File: config.mk
export PLATFORM = sky130hd
export DESIGN_NAME = obc_bitslice_sequencer
export DESIGN_NICKNAME = d
export VERILOG_FILES = /design/src/rtl/obc_bitslice_sequencer.sv
export SDC_FILE = /design/constraint.sdc
export NUM_CORES = 1
export LEC_CHECK = 0
export CAP_MARGIN = 40
export CORE_MARGIN = 5
export CORE_UTILIZATION = 30
export DETAILED_ROUTE_END_ITERATION = 12
export GPL_TIMING_DRIVEN = 0
export HOLD_SLACK_MARGIN = 0.05
export PLACE_DENSITY = 0.62
export SLEW_MARGIN = 20
export SYNTH_ARGS = -nofsm -noshare
export SYNTH_HDL_FRONTEND = slang
export SYNTH_SLANG_ARGS = --single-unit
export TNS_END_PERCENT = 10
File: constraint.sdc
create_clock -name clk -period 5.3 [get_ports clk]
set_clock_uncertainty 0.05 [all_clocks]
set_input_delay 1.325 -clock clk [delete_from_list [all_inputs] [get_ports clk]]
set_output_delay 1.325 -clock clk [all_outputs]
set_load 0.02 [all_outputs]
File: src/rtl/obc_bitslice_sequencer.sv
// Bit-serial slice driver and shift-accumulator for one OBC/DA bin ROM stage.
// Optional build macro OBC_ROUND_EN: round-half-up before the final arithmetic shift.
module obc_bitslice_sequencer #(
  parameter int DATA_W    = 16,
  parameter int ROM_W     = 32,
  parameter int ACC_W     = 48,
  parameter int OUT_SHIFT = 0
) (
  input  logic                    clk,
  input  logic                    rst_n,
  input  logic                    in_valid,
  output logic                    in_ready,
  input  logic [16*DATA_W-1:0]    samples,
  output logic [15:0]             slice,
  output logic                    m,
  input  logic [ROM_W-1:0]        rom_data,
  output logic                    out_valid,
  input  logic                    out_ready,
  output logic signed [ACC_W-1:0] result
);

  localparam int NSMP = 16;
  localparam int BW   = $clog2(DATA_W);
  localparam logic [BW-1:0] LAST = BW'(DATA_W - 1);

`ifdef OBC_ROUND_EN
  localparam int RND_SH = (OUT_SHIFT > 0) ? OUT_SHIFT - 1 : 0;
  localparam logic signed [ACC_W-1:0] RND =
    (OUT_SHIFT > 0) ? (ACC_W'(1) << RND_SH) : '0;
`endif

  typedef enum logic [1:0] {IDLE, SHIFT, DONE} state_t;

  state_t                    state_q, state_d;
  logic [BW-1:0]             b_q, b_d, nb;
  logic [16*DATA_W-1:0]      frame_q, frame_d;
  logic signed [ACC_W-1:0]   acc_q, acc_d, res_q, res_d, sum;
  logic [15:0]               slice_q, slice_d;
  logic                      m_q, m_d;

  function automatic logic signed [ACC_W-1:0] sext_rom(input logic [ROM_W-1:0] r);
    return {{(ACC_W-ROM_W){r[ROM_W-1]}}, r};
  endfunction

  function automatic logic signed [ACC_W-1:0] scale_out(input logic signed [ACC_W-1:0] v);
    logic signed [ACC_W-1:0] t;
    t = v;
`ifdef OBC_ROUND_EN
    t = t + RND;
`endif
    return t >>> OUT_SHIFT;
  endfunction

  always_comb begin
    state_d   = state_q;
    b_d       = b_q;
    frame_d   = frame_q;
    acc_d     = acc_q;
    res_d     = res_q;
    slice_d   = '0;
    m_d       = 1'b0;
    in_ready  = 1'b0;
    out_valid = 1'b0;
    nb        = b_q + 1'b1;
    sum       = acc_q + (sext_rom(rom_data) <<< b_q);
    case (state_q)
      IDLE: begin
        in_ready = 1'b1;
        if (in_valid) begin
          frame_d = samples;
          acc_d   = '0;
          b_d     = '0;
          state_d = SHIFT;
          // Slice 0 is loaded straight into the output register on the accept edge.
          for (int k = 0; k < NSMP; k++) slice_d[k] = samples[k*DATA_W];
        end
      end
      SHIFT: begin
        acc_d = sum;
        if (b_q == LAST) begin
          res_d   = scale_out(sum);
          b_d     = '0;
          state_d = DONE;
        end else begin
          b_d = nb;
          for (int k = 0; k < NSMP; k++) slice_d[k] = frame_q[k*DATA_W + int'(nb)];
          m_d = (nb == LAST);
        end
      end
      DONE: begin
        out_valid = 1'b1;
        if (out_ready) state_d = IDLE;
      end
      default: state_d = IDLE;
    endcase
  end

  always_ff @(posedge clk or negedge rst_n) begin
    if (!rst_n) begin
      state_q <= IDLE;
      b_q     <= '0;
      frame_q <= '0;
      acc_q   <= '0;
      res_q   <= '0;
      slice_q <= '0;
      m_q     <= 1'b0;
    end else begin
      state_q <= state_d;
      b_q     <= b_d;
      frame_q <= frame_d;
      acc_q   <= acc_d;
      res_q   <= res_d;
      slice_q <= slice_d;
      m_q     <= m_d;
    end
  end

  assign slice  = slice_q;
  assign m      = m_q;
  assign result = res_q;

endmodule

# --- Word level (Yosys, flattened, before mapping) ---
# Index checks and enable logic that the tools add are counted.
totals:
  regBits: 375
  latch_bits: 0
  ram_bits: 0
  rom_bits: 0
  inputBits: 292
  out_inout_bits: 67
  word_cells: 117
  mem_count: 0
op_classes:
  add_sub_neg: 17
  n_mul: 0
  n_div: 0
  order_cmp: 16
  eq_ne: 7
  shift: 1
  n_mux: 63
  n_bitwise: 0
  reduce_logical: 6
ops:
  columns: ["operator", "count"]
  rows:
  - ["$bmux W1 S8", 15]
  - ["$pmux W48 S2", 1]
  - ["$add A8 B4 Y9 const A", 8]
  - ["$lt A9 B9 Y1 const B", 8]
  - ["$add A48 B48 Y48", 1]
  - ["$mux W48", 1]
  - ["$sshl A32 B4 Y48", 1]
  - ["$lt A8 B9 Y1 const B", 4]
  - ["$mux W1", 35]
  - ["$add A7 B4 Y8 const A", 4]
  - ["$mux W16", 2]
  - ["$pmux W16 S2", 1]
  - ["$lt A7 B9 Y1 const B", 2]
  - ["$add A6 B4 Y7 const A", 2]
  - ["$lt A4 B9 Y1 const B", 1]
  - ["$lt A6 B9 Y1 const B", 1]
  - ["$eq A4 B4 Y1 const B", 2]
  - ["$mux W4", 2]
  - ["$pmux W4 S2", 1]
  - ["$add A5 B4 Y6 const A", 1]
  - ["$mux W2", 3]
  - ["$ne A2 B2 Y1 const B", 3]
  - ["$pmux W2 S3", 1]
  - ["$reduce_and A2 Y1", 3]
  - ["7 further kinds", 7]

# --- Longest topological paths before layout ---
logic_depth:
  depth_word: 7
  mapped_depth: 21
  ltp_nobuf: 17

# --- Worst setup path before layout ---
# Ideal clock, no wire load.
synth_timing:
  path_type: "input to register"
  start: "input rom_data[12]"
  end: "register res_q[47], in the netlist result[47]"
  setup_ns: 0.125
  arrival_ns: 4.370
  t_required_ns: 5.125
  path_slack_ns: 0.755
  cell_stages: 14
  n_path_buf: 1
  cell_sequence: "mux4_2 > and2_1 > a21oi_1 > mux2i_1 > ha_1 > buf_2 > nand4_1 > or3_1 > o211ai_2 > a21oi_2 > o2bb2ai_4 > o41a_4 > xnor3_1 > mux2_2"
synth_between:
  elab_chain_len: 2
synth_rtl:
  columns: ["item", "line", "text"]
  rows:
  - ["start: declaration", "16", "input logic [ROM_W-1:0] rom_data,"]
  - ["$sshl A32 B4 Y48", "65", "sum = acc_q + (sext_rom(rom_data) <<< b_q);"]
  - ["$add A48 B48 Y48", "65", null]
  - ["end signal: assignment", "112", "res_q <= res_d;"]
  - ["end: declaration", "37", "logic signed [ACC_W-1:0] acc_q, acc_d, res_q, res_d, sum;"]
# No other way between the ends.
# A chain may end at the register's enable or synchronous reset.

# --- Worst setup path after layout ---
layout_timing:
  start: "input rom_data[31]"
  end: "register res_q[47], in the netlist result[47]"
# The elaborated chain is that of the path after synthesis.

==> results.cfg <==
[run_status]
status = finished, final reports clean

[clocking]
clkLatencyLatePin_ps = 590
clockRootBuffer = clkbuf_16
cts_buffers = 43
ctsHoldBuffers = 0
ctsHtreeMaxLevel = 2
clk_pin_slew_worst_paths_ps = 70
clockBufferDepth = 3
cts_sinks = 375
cts_tree = built

[timing]
finalSetupViolations = 0
tightest_slew_ps = 867.7
max_freq_mhz = 198.6
slew_headroom = 0.4194
timing.final.crit_share = 0.9501
finalHoldViolCount = 0
rsz0062_at_grt = false
hold_ws_ps = 417.8
worst_slack_ps = 264.6
drv_slew = 0
fin_crit_ps = 5035

[worst_hold_path]
worstHoldEndpoint = frame_q[132]
min_from = frame_q[132]
hold_depth = 2
hp-class = flip-flop to flip-flop

[floorplanning]
die-area_um2 = 73210
core_um2 = 67280
rows = 95
die_y_um = 270.6
die_w_um = 270.6
initial_core_util = 0.3028
ios = 359

[setup_path]
rr_worst_depth = 16
cp-end-kind = flip-flop
start_kind = input port
cp_max_fo = 10
crit_type = input port to flip-flop
reg2reg_from = b_q[1]
cp.arrival_ps = 5460
reg2reg_slack_ps = 280
required_ps = 5730
reg2reg_to = result[47]

[grt]
track_usage = 0.1947
antenna_found_initial = 12
use_met2 = 0.3324
grt_pass1_wl_um = 110600
met1_usage = 0.2538
gr-max-usage-layer = met2
overflow = 0
gr-usage-met3 = 0.04483
grt_pass1_vias = 18368
grt_max_degree = 90

[placement]
numPlacedInstances = 3474
dp_slack_ps = -435.1
place_hpwl_um = 56090
routabilityCongestion = 0.9361
io_buffers = 358

[finish]
final_layout_size_suffix_gt1_frac = 0.09963
area_delta_synth_final_pct = 31.68
nets = 2989
final_cells = 3556

[power]
switching_share = 0.4624
vdd_drop_max_mv = 0.3694
power.leakage_nw = 12.46
clkPwrFrac = 0.146
switchingPower_mw = 9.873
intPower_mw = 11.48
power.density_nw_per_um2 = 795.9
p_total_mw = 21.35
comb_power_share = 0.617
sequentialPowerShare = 0.237

[detailed_routing]
drt_pass1_iterations = 7
totalWireLength_um = 73490
wire_per_inst_um = 20.67
vias = 17730
antenna_left = 0
drt_iter0_drc = 1244
post-route-drc-count = 0
viasPerCell = 4.986

[yosys]
synthArstFlopShare = 1.000
ys_types = 66
syn_area_per_cell_um2 = 9.143
synth_compound_area_frac = 0.1042
synth_area_um2 = 20370
synth_top_family_by_area = simple AND/OR/NAND/NOR gates
synth_edf_count = 0
synth_cells = 2228
synth_fa_ha_area_frac = 0.03108
synth_nets = 2570
synth-main-ff-cell = dfrtp_1
ys_warn_count = 0
yosys.area_share.simple = 0.2128
seq_area_frac_synth = 0.4607
synthXorXnorAreaFrac = 0.01916
synth-seq-cells = 375
yosys-mux-area-fraction = 0.1399

[flow_run]
max_cap_viol_count = 0
[registers in the layout, indices dropped and copies added (netlist names)]
| signal | flops |
|---|---|
| acc_q | 48 |
| b_q | 4 |
| frame_q | 256 |
| m | 1 |
| result | 48 |
| slice | 16 |
| state_q | 2 |
[placed cells by master, fill, tap and decap left out, types with 9 or more instances in the layout]
master             n
a211oi_1          12
a21o_1            22
a21oi_1           78
a22o_1            34
buf_1              9
buf_2             19
buf_6              9
clkbuf_1         109
clkbuf_16         43
clkbuf_2          13
clkdlybuf4s50_1  357
dfrtp_1          375
ha_1              49
inv_1             19
mux2_2            40
mux2i_1           62
mux4_2            79
nand2_1          938
nand3_1           24
nand4_1           24
nor2_1            61
nor3_1            17
o21ai_0           76
o21ai_1           13
o21bai_1          11
xnor2_1           23
xor2_1            18
[cells by family (layout without fill, tap and decap cells)]
family | after synthesis | count (layout)
compound gates | 313 | 313
xor+xnor | 43 | 43
fa+ha+maj | 50 | 50
buf+inv | 166 | 618
flops | 375 | 375
mux | 181 | 181
other cells | 0 | 3
simple gates | 1100 | 1100
[metrics by stage]
| step | util | cell area, um2 | setup TNS, ps |
|---|---|---|---|
| finish | 0.3987 | 26820 | 0 |
| detailed placement | 0.3764 | 25320 | -4240 |
| global placement | 0.3723 | 25050 | -5433730 |
| floorplan | - | 20370 | 0 |
| CTS | 0.3981 | 26790 | 0 |
| global route | 0.3986 | 26820 | 0 |
[cells in the mapped netlist (2+ instances only)]
library cell,number,area share
or2_2,3,0.00092
nor3_1,18,0.0044
inv_1,19,0.0035
buf_2,21,0.0052
a211o_1,3,0.0013
xor2_1,18,0.0077
xnor2_1,24,0.010
nor2_1,61,0.011
nand3_1,24,0.0059
mux2i_1,62,0.030
o21ai_1,13,0.0032
mux4_2,79,0.087
o211ai_1,6,0.0022
clkbuf_1,112,0.021
mux2_2,40,0.022
nand4_1,24,0.0074
o21bai_1,11,0.0041
a22o_1,34,0.015
o22ai_1,5,0.0015
o31a_1,2,0.00086
and2_1,5,0.0015
dfrtp_1,375,0.46
a221o_1,2,0.00098
a31oi_1,5,0.0015
o211ai_2,3,0.0018
a21oi_2,5,0.0021
ha_1,49,0.030
a32o_1,2,0.00098
o21ai_0,76,0.019
a21o_1,22,0.0081
or3_1,4,0.0012
buf_4,2,0.00074
a211oi_1,12,0.0044
a21oi_1,78,0.019
nand2_1,938,0.17
nor2b_1,8,0.0025
nand2b_1,6,0.0018
nor4_1,3,0.00092
o31ai_1,6,0.0022
nor3b_1,2,0.00074
o311ai_0,3,0.0013
buf_1,12,0.0022
o21a_1,8,0.0029
[routing by layer]
layer / part of all wire / vias to the layer above
met5: 0.0012 / -
met4: 0.021 / 14
met3: 0.073 / 111
met2: 0.49 / 611
met1: 0.42 / 8591
li1: - / 8403
[power by group through the flow]
stage          sequential, mW  clock [mW]  combinational, mW
2_1_floorplan            5.12           0               8.70
3_3_place_gp             5.09           0               12.9
3_5_place_dp             5.09           0               13.1
4_1_cts                  5.06        3.20               13.2
5_1_grt                  5.22        3.30               14.4
6_report                 5.07        3.12               13.2
[critical path: stages]
cell	delay, ps
clkdlybuf4s50_1	610
clkbuf_2	320
nor2_1	90
o31ai_1	460
o21ai_0	230
a21oi_1	300
ha_1	360
nand4_1	220
nor2_1	80
a211oi_1	390
nor2_1	100
a211oi_1	280
o41a_4	240
xnor3_1	200
mux2_2	260
[worst max-delay path by stage]
stage,start,end
floorplan,rom_data[12],result[47]
global placement,rst_n,frame_q[104]
detailed placement,rom_data[31],result[47]
CTS,b_q[0],result[47]
global route,b_q[0],result[47]
finish,rom_data[31],result[47]
[area by class of cell]
| cell class | count | area, um2 |
|---|---|---|
| clock buffers | 60 | 1220 |
| diodes | 3 | 7.507 |
| plain buffers | 147 | 625.6 |
| repair buffers | 374 | 3846 |
| fillers | 6764 | 40450 |
| inverters | 19 | 71.32 |
| flip-flops and latches | 375 | 9384 |
| well taps | 873 | 1092 |
| multi-input cells | 1687 | 10340 |
| clock inverters | 18 | 235.2 |
[timing repair]
action | 4_1_cts | 5_1_grt
endpoints found under the setup margin | 17 | 31
resized for setup | 4 | 13
pin swaps | 0 | 1
cloned | 0 | 0
setup buffers | 0 | 1
endpoints found under the hold margin | 0 | 0
Power figures use the tool's default switching activity.
